**config.mk**
```make
export PLATFORM = sky130hd
export DESIGN_NAME = cla_word_sequencer
export DESIGN_NICKNAME = d
export VERILOG_FILES = /design/src/rtl/cla_seq_pkg.sv /design/src/rtl/cla4_reg.sv /design/src/rtl/cla_word_sequencer.sv
export SDC_FILE = /design/constraint.sdc
export NUM_CORES = 1
export LEC_CHECK = 0
export CAP_MARGIN = 10
export CORE_ASPECT_RATIO = 1.1
export CORE_MARGIN = 2
export CORE_UTILIZATION = 30
export CTS_BUF_LIST = sky130_fd_sc_hd__clkbuf_16
export CTS_CLUSTER_DIAMETER = 80
export DETAILED_ROUTE_END_ITERATION = 7
export PLACE_DENSITY = 0.52
export SETUP_SLACK_MARGIN = 0.15
export SYNTH_ARGS = -nofsm -noshare
export SYNTH_HDL_FRONTEND = slang
export SYNTH_SLANG_ARGS = --single-unit
```
**constraint.sdc**
```tcl
create_clock -name clk -period 1.7 [get_ports clk]
set_input_delay 0.34 -clock clk [delete_from_list [all_inputs] [get_ports clk]]
set_output_delay 0.34 -clock clk [all_outputs]
set_load 0.01 [all_outputs]
```
**src/rtl/cla_seq_pkg.sv**
```systemverilog
// cla_seq_pkg: shared FSM states, op encoding and slice width for the CLA word sequencer
package cla_seq_pkg;
    typedef enum logic [2:0] {IDLE, ISSUE, WAIT, COLLECT, DONE} state_t;
    localparam logic OP_ADD  = 1'b0;
    localparam logic OP_SUB  = 1'b1;
    localparam int   SLICE_W = 4;
endpackage

```
**src/rtl/cla4_reg.sv**
```systemverilog
// cla4_reg: 4-bit carry-lookahead adder slice with registered inputs and registered S/Cout
// Ports: clk, rst (sync active-high); A, B, Cin slice inputs; S, Cout registered results (2-edge latency)
module cla4_reg
    import cla_seq_pkg::*;
(
    input  logic               clk,
    input  logic               rst,
    input  logic [SLICE_W-1:0] A,
    input  logic [SLICE_W-1:0] B,
    input  logic               Cin,
    output logic [SLICE_W-1:0] S,
    output logic               Cout
);
    logic [SLICE_W-1:0] r_a, r_b, w_g, w_p;
    logic               r_c;
    logic [SLICE_W:0]   w_c;
    assign w_g = r_a & r_b;
    assign w_p = r_a ^ r_b;
    // Every carry is expanded from generate/propagate terms instead of rippling
    assign w_c[0] = r_c;
    assign w_c[1] = w_g[0] | (w_p[0] & r_c);
    assign w_c[2] = w_g[1] | (w_p[1] & w_g[0]) | (&w_p[1:0] & r_c);
    assign w_c[3] = w_g[2] | (w_p[2] & w_g[1]) | (&w_p[2:1] & w_g[0]) | (&w_p[2:0] & r_c);
    assign w_c[4] = w_g[3] | (w_p[3] & w_g[2]) | (&w_p[3:2] & w_g[1]) | (&w_p[3:1] & w_g[0])
                  | (&w_p & r_c);
    always_ff @(posedge clk) begin
        if (rst) begin
            r_a  <= '0;
            r_b  <= '0;
            r_c  <= 1'b0;
            S    <= '0;
            Cout <= 1'b0;
        end else begin
            r_a  <= A;
            r_b  <= B;
            r_c  <= Cin;
            S    <= w_p ^ w_c[SLICE_W-1:0];
            Cout <= w_c[SLICE_W];
        end
    end
endmodule

```
**src/rtl/cla_word_sequencer.sv**
```systemverilog
// cla_word_sequencer: multi-precision add/subtract through one shared 4-bit CLA slice, nibble by nibble
// Ports: clk, rst (sync active-high); in_valid/in_ready operand handshake with a, b, cin, op (0 add, 1 a-b);
//        out_valid/out_ready result handshake with sum, cout (subtract: 1 = no borrow); busy = not idle
module cla_word_sequencer
    import cla_seq_pkg::*;
#(
    parameter int NIBBLES = 4
) (
    input  logic                       clk,
    input  logic                       rst,
    input  logic                       in_valid,
    output logic                       in_ready,
    input  logic [SLICE_W*NIBBLES-1:0] a,
    input  logic [SLICE_W*NIBBLES-1:0] b,
    input  logic                       cin,
    input  logic                       op,
    output logic                       out_valid,
    input  logic                       out_ready,
    output logic [SLICE_W*NIBBLES-1:0] sum,
    output logic                       cout,
    output logic                       busy
);
    localparam int W  = SLICE_W * NIBBLES;
    localparam int IW = NIBBLES > 1 ? $clog2(NIBBLES) : 1;
    state_t             r_state, w_next;
    logic [W-1:0]       r_opa, r_opb, r_sum;
    logic [IW-1:0]      r_idx;
    logic               r_carry, r_cout, w_last, w_issue, w_co;
    logic [SLICE_W-1:0] w_sa, w_sb, w_s;
    assign w_last  = r_idx == IW'(NIBBLES - 1);
    assign w_issue = r_state == ISSUE;
    // The slice sees zeros outside ISSUE so stale nibbles never linger in its input register
    assign w_sa = w_issue ? r_opa[SLICE_W*r_idx +: SLICE_W] : '0;
    assign w_sb = w_issue ? r_opb[SLICE_W*r_idx +: SLICE_W] : '0;
    cla4_reg u_slice (
        .clk  (clk),
        .rst  (rst),
        .A    (w_sa),
        .B    (w_sb),
        .Cin  (w_issue & r_carry),
        .S    (w_s),
        .Cout (w_co)
    );
    always_ff @(posedge clk) begin
        if (rst) r_state <= IDLE;
        else     r_state <= w_next;
    end
    always_comb begin
        w_next = r_state;
        case (r_state)
            IDLE:    w_next = in_valid ? ISSUE : IDLE;
            ISSUE:   w_next = WAIT;
            WAIT:    w_next = COLLECT;
            COLLECT: w_next = w_last ? DONE : ISSUE;
            DONE:    w_next = out_ready ? IDLE : DONE;
            default: w_next = IDLE;
        endcase
    end
    always_ff @(posedge clk) begin
        if (rst) begin
            r_opa   <= '0;
            r_opb   <= '0;
            r_sum   <= '0;
            r_idx   <= '0;
            r_carry <= 1'b0;
            r_cout  <= 1'b0;
        end else if (r_state == IDLE && in_valid) begin
            // Subtract is a + ~b + 1, so the inversion and forced carry happen once at capture
            r_opa   <= a;
            r_opb   <= op == OP_SUB ? ~b : b;
            r_carry <= op == OP_SUB ? 1'b1 : cin;
            r_idx   <= '0;
            r_sum   <= '0;
        end else if (r_state == COLLECT) begin
            r_sum[SLICE_W*r_idx +: SLICE_W] <= w_s;
            r_carry <= w_co;
            if (w_last) r_cout <= w_co;
            else        r_idx  <= r_idx + 1'b1;
        end
    end
    assign in_ready  = r_state == IDLE;
    assign out_valid = r_state == DONE;
    assign busy      = r_state != IDLE;
    assign sum       = r_sum;
    assign cout      = r_cout;
endmodule

```
# Word level (Yosys, flattened, before mapping)

Index checks and enable logic that the tools add are counted.

Bits in latches: 0
Output and inout bits: 20
Memories kept: 0
RAM bits: 0
Logic and storage cells: 74
Bits in registers: 69
ROM bits: 0
Input port bits: 38

Reduce and logical (&&, ||, !) cells: 14
Div/mod/pow operators: 0
Multiply operators: 0
Shift-type cells: 4
Add/sub/neg operators: 2
Muxes and demuxes: 9
Bitwise gates (word level): 28
Equal/unequal tests: 5
Magnitude comparators: 0

Operators by type and width:

| cell                      | count |
|---|---|
| $neg A4 Y34               | 1 |
| $shift A4 B34 Y16 const A | 1 |
| $shiftx A4 B34 Y16        | 1 |
| $shiftx A16 B5 Y4         | 2 |
| $bwmux W16                | 1 |
| $mux W16                  | 1 |
| $not A16 Y16              | 1 |
| $pmux W3 S5               | 1 |
| $and A1 B1 Y1             | 11 |
| $or A1 B1 Y1              | 10 |
| $reduce_and A3 Y1         | 3 |
| $reduce_and A2 Y1         | 4 |
| $xor A4 B4 Y4             | 2 |
| $eq A3 B2 Y1 const B      | 2 |
| $mux W3                   | 2 |
| $and A4 B4 Y4             | 1 |
| $mux W1                   | 4 |
| $reduce_and A4 Y1         | 1 |
| $reduce_or A2 Y1          | 2 |
| $eq A3 B1 Y1 const B      | 1 |
| $eq A3 B3 Y1 const B      | 1 |
| $logic_not A3 Y1          | 1 |
| $not A1 Y1                | 3 |
| $reduce_bool A3 Y1        | 1 |
| other kinds (4)           | 4 |

# Logic depth before layout (Yosys ltp)

Depth after elaboration: 6
Depth in mapped cells: 7
Mapped depth without buffers: 5

# Hierarchy

A second synthesis with hierarchy kept.

Cell total of the unflattened synthesis: 321
Area total of the unflattened synthesis: 3,139.3 µm²

By module, submodules not included:

| module             | area an instance (µm²) | times used | cells an instance |
|---|---|---|---|
| cla_word_sequencer | 2,611.3                | 1          | 274 |
| cla4_reg           | 528.0                  | 1          | 47 |

# Worst setup path before layout

Ideal clock, no wire load.

Path type: register to register
Start point: register r_idx[1]
End point: register r_sum[14] (netlist: sum[14])
Library setup time: 0.070 ns
Path buffers: 1
Stages on the path, launching flop included: 7
Path slack: -0.083 ns
Arrival: 1.713 ns
Path through: dfxtp_1 clkbuf_1 inv_1 ha_1 nor3b_1 nand3_1 a21oi_1

Cells in the longest elaborated chain, start to end: 3
Elaborated cells between the ends (all ways): 4
Those cells by class: 1 x add/sub; 2 x shift; 1 x mux

RTL lines:

| what                                                           | RTL line                 | RTL |
|---|---|---|
| from (decl)                                                    | cla_word_sequencer.sv:27 | `logic [IW-1:0] r_idx;` |
| from (signal assigned)                                         | cla_word_sequencer.sv:78 | `else r_idx <= r_idx + 1'b1;` |
| $neg A4 Y34 (*)                                                | cla_word_sequencer.sv:75 | `r_sum[SLICE_W*r_idx +: SLICE_W] <= w_s;` |
| $shiftx A4 B34 Y16 / $shift A4 B34 Y16 (equally long branches) | cla_word_sequencer.sv:75 |  |
| $bwmux W16 (*)                                                 | cla_word_sequencer.sv:75 |  |
| to (signal, indexed assignment)                                | cla_word_sequencer.sv:75 |  |
| to (decl)                                                      | cla_word_sequencer.sv:26 | `logic [W-1:0] r_opa, r_opb, r_sum;` |

Mark *: on every way between the ends. The rest lies on a longest branch, timed or not.
A chain may end at the register's enable or synchronous reset.

# Worst setup path in the final report

Start point: register r_state[2]
End point: output busy

Cells in the longest elaborated chain, start to end: 1

RTL lines:

| what                   | RTL line                 | RTL |
|---|---|---|
| from (decl)            | cla_word_sequencer.sv:25 | `state_t r_state, w_next;` |
| from (signal assigned) | cla_word_sequencer.sv:46 | `else r_state <= w_next;` |
| $reduce_bool A3 Y1     | cla_word_sequencer.sv:83 | `assign busy = r_state != IDLE;` |
| to (decl)              | cla_word_sequencer.sv:21 | `output logic busy` |

No other way between the ends.

==> results.toml <==
[floorplanning]
core_area_sq_mm = 0.009889
die-area_sq_mm = 0.01103
ios = 58
die_h_microns = 110.0
num_rows = 38
die_w_microns = 100.3
initial_core_util_pct = 30.96

[yosys]
async_flop_share_pct = 0
synth_area_sq_mm = 0.003062
yosysWarnings = 0
syn_nets = 373
synth_cells = 325
synthDistinctLibCells = 37
synth.ff_latch_count = 69
synth_largest_area_cell = "dfxtp_1"
ys.flop_type = "dfxtp_1"
ys_seq_area_share_pct = 45.12
syn_avg_cell_area_sq_um = 9.421
synth.area.top_cells = "dfxtp_1, nand2_1, mux4_2"
netlist.area_leader.share_pct = 45.12
synth_edf_count = 0

[place]
dp.cells = 497
io_buffers = 57
dp.final_hpwl_mm = 5.033
dp_slack_ns = -0.1931
place_congestion = 0.7933

[power]
p_seq_share_pct = 37.3
irDropWorstVdd_mv = 0.4421
power_density_mw_per_mm2 = 1062
intPower_mw = 3.602
switching_share_pct = 26.33
p_switching_mw = 1.287
p_leak_nw = 1.931
p_comb_share_pct = 20.5
pwr-share-clk_pct = 42.2

[critical_path]
critPathMostFrequentCell = "buf_6"
path_cells = "nor3_4 > buf_6 > inv_2 > buf_6"
cp_num_buf_inv = 3
path_class = "flop to output pin"
slowest_stage = "dfxtp_4"
regToRegEndpoint = "r_opb[5]"
critPathLaunchType = "flop"
reg2reg_slack_ns = 0.16
crit_fanout = 4
critPathMaxStageDelay_ns = 0.36
cp.required_ns = 1.36
arrival_ns = 1.22
critPathCaptureType = "output pin"
r2r_cells = 7
cp_top_family = "flip-flops"
regToRegStartpoint = "r_state[1]"

[final_layout]
layout_commonest_cell = "dfxtp_1"
most-common-layout-cells = "dfxtp_1, nand2_1, clkdlybuf4s50_1, a21oi_1, xnor2_1"
fin_util_pct = 46.56
syn2layout_area_growth_pct = 50.39
layout-drive-gt1-share_pct = 24.14
layoutNonFillerInstCount = 526
fin_nets = 449
n_antenna_cell = 0

[sta]
rsz0062_at_grt = "true"
fmax_ghz = 0.6422
fin_crit_sh_pct = 91.59
drv_slew = 0
hold_violations = 0
fin_ws_ns = 0.1429
clock_skew_ns = 0.004630
finalSetupViolations = 0
fin_crit_ns = 1.557
setup_tns_ns = 0
holdWs_ns = 0.4254
tightest_slew_ns = 0.3231
maxSlewHeadroom_pct = 78.35

[clock_tree]
cts_buffer_depth = 2
path_clk_slew_ns = 0.06
cts_buffers = 9
htreeDepth = 3
insertion_delay_ns = 0.33
root_buffer = "clkbuf_16"
cts_tree = "done"
clock_sinks = 69

[global_route]
antenna_found_initial = 1
first_global_vias = 2391
grt_usage_pct = 13.62
grt_pass1_wl_mm = 11.53
grt.overflow.total = 0
grt_max_degree = 25

[hold_path]
hold_depth = 2
hp-class = "flop to flop"
worstHoldStart = "r_carry"
whs_endpoint = "u_slice.r_c"

[flow_run]
max_cap_viol_count = 0

[routing]
routedWlPerCell_microns = 14.62
drt_iter0_markers = 42
final_antenna_net_count = 0
wirelength_mm = 7.689
drc_errors = 0
dr.pass1.iters = 4
via_per_inst = 4.741
vias = 2494

[outcome]
status = "complete, no violations"
## repair_timing
action	in CTS	in global routing
pin swaps	1	18
gates cloned	2	5
resized for setup	24	58
hold buffers	0	0
buffers inserted	4	2
setup endpoints to repair	51	67
## flip-flops by register name, summed over array words and instances, names as in the netlist
register / cells
cout: 1
sum: 16
r_opa: 16
r_idx: 2
u_slice.r_c: 1
r_opb: 16
u_slice.Cout: 1
u_slice.S: 4
u_slice.r_b: 4
r_state: 3
u_slice.r_a: 4
r_carry: 1
## worst max-delay path by stage
stage | startpoint | endpoint | slack [ns] | cells past startpoint
floorplan | r_idx[0] | sum[0] | 0.16 | 7
global placement | in_valid | r_opa[14] | -0.19 | 5
detailed placement | in_valid | r_opa[12] | -0.19 | 5
CTS | r_state[1] | in_ready | 0.08 | 3
global route | r_state[1] | r_opb[5] | 0.1 | 7
finish | r_state[2] | busy | 0.14 | 4
## area by class of cell
class                      count  area (sq um)
clock inverter                 7         105.1
tap                          120         150.1
inverter                       9         33.78
timing repair buffer          89          1007
sequential                    69          1398
clock buffer                   9         225.2
fill                         939          5285
multi-input combinational    223          1685
## logic make-up after synthesis
logic type	Yosys count	share of synthesized area, %
XOR/XNOR	19	5.435
buffers and inverters	33	5.476
AND/OR/NAND/NOR	124	20.96
adder cells (fa/ha/maj)	10	4.332
multiplexers	11	6.865
AO/OA/AOI/OAI	59	11.81
flip-flops	69	45.12
## cells in the mapped netlist (2+ instances only)
cell	count
ha_1	9
nand2b_1	2
buf_6	2
a211oi_1	18
nor4b_2	2
dfxtp_1	69
or4b_1	2
nand4b_1	4
nand2_1	50
nor2_1	22
buf_4	2
buf_2	8
a21oi_1	35
nand3_1	16
nor3_1	4
mux2i_1	3
nor3b_1	2
and4bb_2	2
xnor2_1	18
inv_1	9
and4b_1	4
nor2b_1	10
mux4_2	8
clkbuf_1	11
## power groups by stage
stage                     logic, mW  registers [mW]  clock network (mW)
after global placement        0.700            1.83                   0
after floorplan               0.469            1.81                   0
after global routing           1.09            1.83                2.15
after CTS                     0.792            1.81                2.10
final                          1.00            1.82                2.06
after detailed placement      0.708            1.84                   0
## worst min-delay path: stages, from the launching register on
cell and delay (ns):
dfxtp_1 0.31, inv_1 0.04, nor2_1 0.03
## stage by stage
stage	total power, mW	instance area (sq um)
final	4.889	4604
after global routing	5.076	4604
after CTS	4.700	4292
after detailed placement	2.547	3864
after global placement	2.533	3864
after floorplan	2.281	3103
## metal layers
layer	share of wire (%)	up-vias	GRT usage, %	wire (microns)
met5	0	-	0	0
met4	1.9	0	5.773	145
met3	4.2	9	4.005	326
met2	50	56	23.68	3877
met1	43	1152	15.59	3341
li1	-	1277	-	-
Power figures use the tool's default switching activity.
==> RTL change 1 (same settings) <==
Set the parameter `NIBBLES` to 8 (it was 4).
--- a/src/rtl/cla_word_sequencer.sv
+++ b/src/rtl/cla_word_sequencer.sv
@@ -4,7 +4,7 @@
 module cla_word_sequencer
     import cla_seq_pkg::*;
 #(
-    parameter int NIBBLES = 4
+    parameter int NIBBLES = 8
 ) (
     input  logic                       clk,
     input  logic                       rst,
Ports: changed (resized a, b and sum); port bits go from 58 to 106. The function was not compared with the original's and may differ.
==> RTL change 1 against the unedited design <==
  * The flow now finishes with violations (negative setup slack)
  * Fmax is 8.9% lower
  * Clock power increased by 64%
  * Total power increased by 76%
  * Sequential cell count up 49
  * Final cell count increased by 89%
  * Design area up 95%
  * Synthesized area is 79% higher
  * Worst setup slack lost 150 ps
  * Wire length increased by 100%
  * Largest cell class unchanged
==> RTL change 1: results (changes against the unedited design) <==
Status -> finished, violations left
Failing checks -> negative setup slack
Maximum VDD drop -> 0.799 mV (+81%)
WL met1 -> 6690 microns (+100%)
Wirelength, routed -> 15700 microns (+100%)
GP Congestion -> 0.786 (-0.93%)
GR Layer Usage met3 -> 3.80% (-0.21 points)
GRT met2 Usage -> 26.5% (+2.8 points)
DR WL met2 -> 8170 microns (+110%)
Post-CTS sizing -> 92 (+280%)
Xor/xnor share of the synthesized area -> 5.60% (+0.17 points)
Initial DRC count -> 262 (+520%)
Share of layout cells above drive strength 1 -> 38.6% (+14 points)
Clock buffer count from CTS -> 17 (+8)
# nets final -> 826 (+84%)
Post-DP Area -> 7120 sq um (+84%)
Post-Synth Adder-Cell Area -> 2.88% (-1.5 points)
Placed Cells -> 930 (+87%)
Synth Area in Compound Gates -> 12.1% (+0.28 points)
Initial antenna violation count -> 0 (-1)
Slew Limit Headroom -> 63.0% (-15 points)
Top cells by count, synth -> dfxtp_1 (118), nand2_1 (79), a21oi_1 (48), nand3_1 (47), nor2_1 (38)
Met1 Usage GRT -> 19.4% (+3.8 points)
Final setup margin -> -9.35 ps (-152 ps)
Post-synth cell types -> 46 (+24%)
Seq/Total Area, Yosys -> 43.2% (-2.0 points)
Post-Syn Nets -> 671 (+80%)
Leak pwr -> 3.50 nW (+81%)
Setup Viol. Count Final -> 3 (+3)
Via/cell ratio -> 5.01 (+5.6%)
Routed wl met3 -> 541 microns (+66%)
Crit Path Max Fanout -> 6 (+2)
==> RTL change 1: where the power goes <==
group / internal, mW / leakage, nW / switching, mW / total (mW)
clock network: 2.01 / 0.272 / 1.36 / 3.37
logic: 1.12 / 2.26 / 0.994 / 2.12
registers: 2.98 / 0.966 / 0.162 / 3.14
==> RTL change 1: final timing paths <==
check                                            start                       to  slack [ps]
worst max-delay path             r_idx[0]$_SDFFE_PP0P_      sum[3]$_SDFFE_PP0P_          -9
worst max register to register   r_idx[0]$_SDFFE_PP0P_      sum[3]$_SDFFE_PP0P_          -9
worst min-delay path                               rst  u_slice.S[3]$_SDFF_PP0_         310
worst min register to register  r_opa[20]$_SDFFE_PP0P_   r_opa[20]$_SDFFE_PP0P_         460
==> RTL change 1: final cells by class <==
type	count	area [sq um]
clock buffers	17	425
clock inverters	14	129
fillers	1596	8820
inverters	10	43.8
multi-input cells	409	3720
flip-flops and latches	118	2370
well taps	238	298
repair buffers	188	1990
==> RTL change 1: kinds of logic (layout without fill, tap and decap cells) <==
logic type / count (synthesis) / after routing
AND/OR/NAND/NOR: 220 / 220
flip-flops: 118 / 118
AO/OA/AOI/OAI: 105 / 105
buffers and inverters: 62 / 229
multiplexers: 37 / 37
XOR/XNOR: 35 / 35
adder cells (fa/ha/maj): 12 / 12
==> RTL change 1: per-stage QoR <==
stage | util [%] | worst slack [ps] | TNS, ps | total power [mW]
2_1_floorplan | - | -250 | -4060 | 3.95
3_3_place_gp | 40.0 | -472 | -33220 | 4.44
3_5_place_dp | 40.0 | -498 | -34910 | 4.48
4_1_cts | 44.9 | -20.4 | -43.3 | 8.01
5_1_grt | 50.4 | -63.0 | -525 | 8.97
6_report | 50.4 | -9.35 | -17.5 | 8.63
==> RTL change 2 (same flow settings) <==
Made on the original files. The 5 states of `state_t` get a one-hot encoding in 5 bits.
--- a/src/rtl/cla_seq_pkg.sv
+++ b/src/rtl/cla_seq_pkg.sv
@@ -1,6 +1,6 @@
 // cla_seq_pkg: shared FSM states, op encoding and slice width for the CLA word sequencer
 package cla_seq_pkg;
-    typedef enum logic [2:0] {IDLE, ISSUE, WAIT, COLLECT, DONE} state_t;
+    typedef enum logic [4:0] {IDLE = 5'b00001, ISSUE = 5'b00010, WAIT = 5'b00100, COLLECT = 5'b01000, DONE = 5'b10000} state_t;
     localparam logic OP_ADD  = 1'b0;
     localparam logic OP_SUB  = 1'b1;
     localparam int   SLICE_W = 4;
Behaviour: same outputs for any inputs over 10 cycles, from zero or initial values and one cycle with rst high; not proved beyond that.
==> RTL change 2 against the unedited design <==
  * Worst setup slack better by 4.3 ps
  * Clock power rose by 5%
  * Wire length decreased by 9.8%
  * Total power shrank 4.8%
  * Count of clock-buffer cells in the layout unchanged
  * Fmax is 0.28% higher
  * Sequential share of layout area up 1.3 points
  * Sequential cell count is 2 higher
  * Synthesized area rose by 3.7%
  * Design area down 2.2%
  * Utilization shrank 3.0 points
  * Critical endpoint is now out_valid
  * Largest cell class unchanged
  * Largest power group unchanged
==> RTL change 2: results (changes against the unedited design) <==
Post-Syn Nets -> 378 (+1.3%)
Leak pwr -> 1.89 nW (-2.0%)
GP Congestion -> 0.723 (-8.8%)
FF-to-FF End -> r_state[0]$_SDFF_PP1_
Pre-CTS WS -> -4.36 ps (+189 ps)
Placed Cells -> 526 (+5.8%)
Vias in the first global route -> 2343 (-2.0%)
Wire per inst -> 12.7 microns (-13%)
Top cells by count, synth -> dfxtp_1 (71), nand2_1 (40), a21oi_1 (36), nor2_1 (29)
CP endpoint -> out_valid
# nets final -> 447 (-0.45%)
PortBufs -> 57 (unchanged)
Routed wl met3 -> 304 microns (-6.7%)
Post-synth cell types -> 39 (+5.4%)
R2R cell count -> 5 (-2)
Pin count of the biggest net entering global routing -> 49 (+96%)
WL met1 -> 3130 microns (-6.3%)
First-pass GRT wire length -> 11100 microns (-3.8%)
Initial DRC count -> 66 (+57%)
Critical path launch point -> r_state[1]$_SDFF_PP0_
Net Sw Frac -> 23.5% (-2.9 points)
DR WL met2 -> 3370 microns (-13%)
Maximum VDD drop -> 0.437 mV (-1.3%)
Reg2reg setup slack -> 200 ps (+40 ps)
Worst Max-Slew Pin Slew -> 306 ps (-16.8 ps)
Status -> finished, final reports clean
DP HPWL -> 4710 microns (-6.4%)
Initial DRT Pass Iterations -> 6 (+2)
Worst clock skew -> 5.99 ps (+1.36 ps)
GRT Resource Usage Total -> 12.4% (-1.2 points)
Fill count -> 1055 (+12%)
Crit Path Max Fanout -> 3 (-1)
Crit path largest cell delay -> 340 ps (-20 ps)
Via/cell ratio -> 4.50 (-5.1%)
RTL change 2: cell types whose count changed after synthesis, sizes merged, moves of 6 or more:
cell    before  now
clkbuf      11    5
nand2b       3   14
nor2b       10    0
nor2        22   30
and2         0    9
nand2       50   40
and3         0    6
RTL change 2: final cells by class:
cell class,instances,share of cell area [%]
multi-input cells,231,37.5
well taps,143,3.97
clock buffers,9,5.00
repair buffers,80,18.6
clock inverters,7,2.67
inverters,6,0.556
flip-flops and latches,71,31.7
RTL change 2: worst reg2reg max path, delay by kind of cell (launching register included):
family / cells / cell delay (ps)
simple gates: 3 / 640
buf+inv: 1 / 160
flops: 1 / 340
compound gates: 1 / 260
RTL change 2: repair_timing:
item	in CTS	in global routing
gates cloned	0	1
buffers inserted	2	2
setup endpoints to repair	10	36
hold buffers	0	0
resized for setup	17	32
pin swaps	2	4
RTL change 2: per-layer routing:
layer	GRT usage, %	vias up
met3	3.20	11
met4	5.87	0
met5	0	-
met1	15.7	1130
li1	-	1271
met2	19.7	50
RTL change 2: kinds of logic after synthesis:
group	synth area share [%]
AO/OA/AOI/OAI	12.7
XOR/XNOR	5.52
adder cells (fa/ha/maj)	4.18
buffers and inverters	5.12
flip-flops	44.8
multiplexers	5.99
AND/OR/NAND/NOR	21.7
RTL change 2: power groups by stage:
stage | clock network [mW] | registers (mW) | logic, mW
after floorplan | 0 | 1.85 | 0.411
after global placement | 0 | 1.85 | 0.632
after detailed placement | 0 | 1.86 | 0.641
after CTS | 2.20 | 1.82 | 0.642
after global routing | 2.28 | 1.84 | 0.732
final | 2.16 | 1.82 | 0.668
RTL change 2: worst min-delay path by stage:
stage / start / end / depth (start not counted)
floorplan: r_carry$_SDFFE_PP0P_ / u_slice.r_c$_SDFF_PP0_ / 1
global placement: r_opa[9]$_SDFFE_PP0P_ / r_opa[9]$_SDFFE_PP0P_ / 2
detailed placement: r_opa[6]$_SDFFE_PP0P_ / r_opa[6]$_SDFFE_PP0P_ / 2
CTS: sum[14]$_SDFFE_PP0P_ / sum[14]$_SDFFE_PP0P_ / 2
global route: sum[12]$_SDFFE_PP0P_ / sum[12]$_SDFFE_PP0P_ / 2
finish: sum[14]$_SDFFE_PP0P_ / sum[14]$_SDFFE_PP0P_ / 2
RTL change 2: through the flow:
stage	power, mW	hold WS [ps]	util [%]	instance area, sq um
floorplan	2.26	430	-	3190
global placement	2.49	440	38.6	4000
detailed placement	2.50	447	38.6	4000
CTS	4.67	453	42.2	4360
global route	4.85	467	43.5	4500
finish	4.66	450	43.5	4500
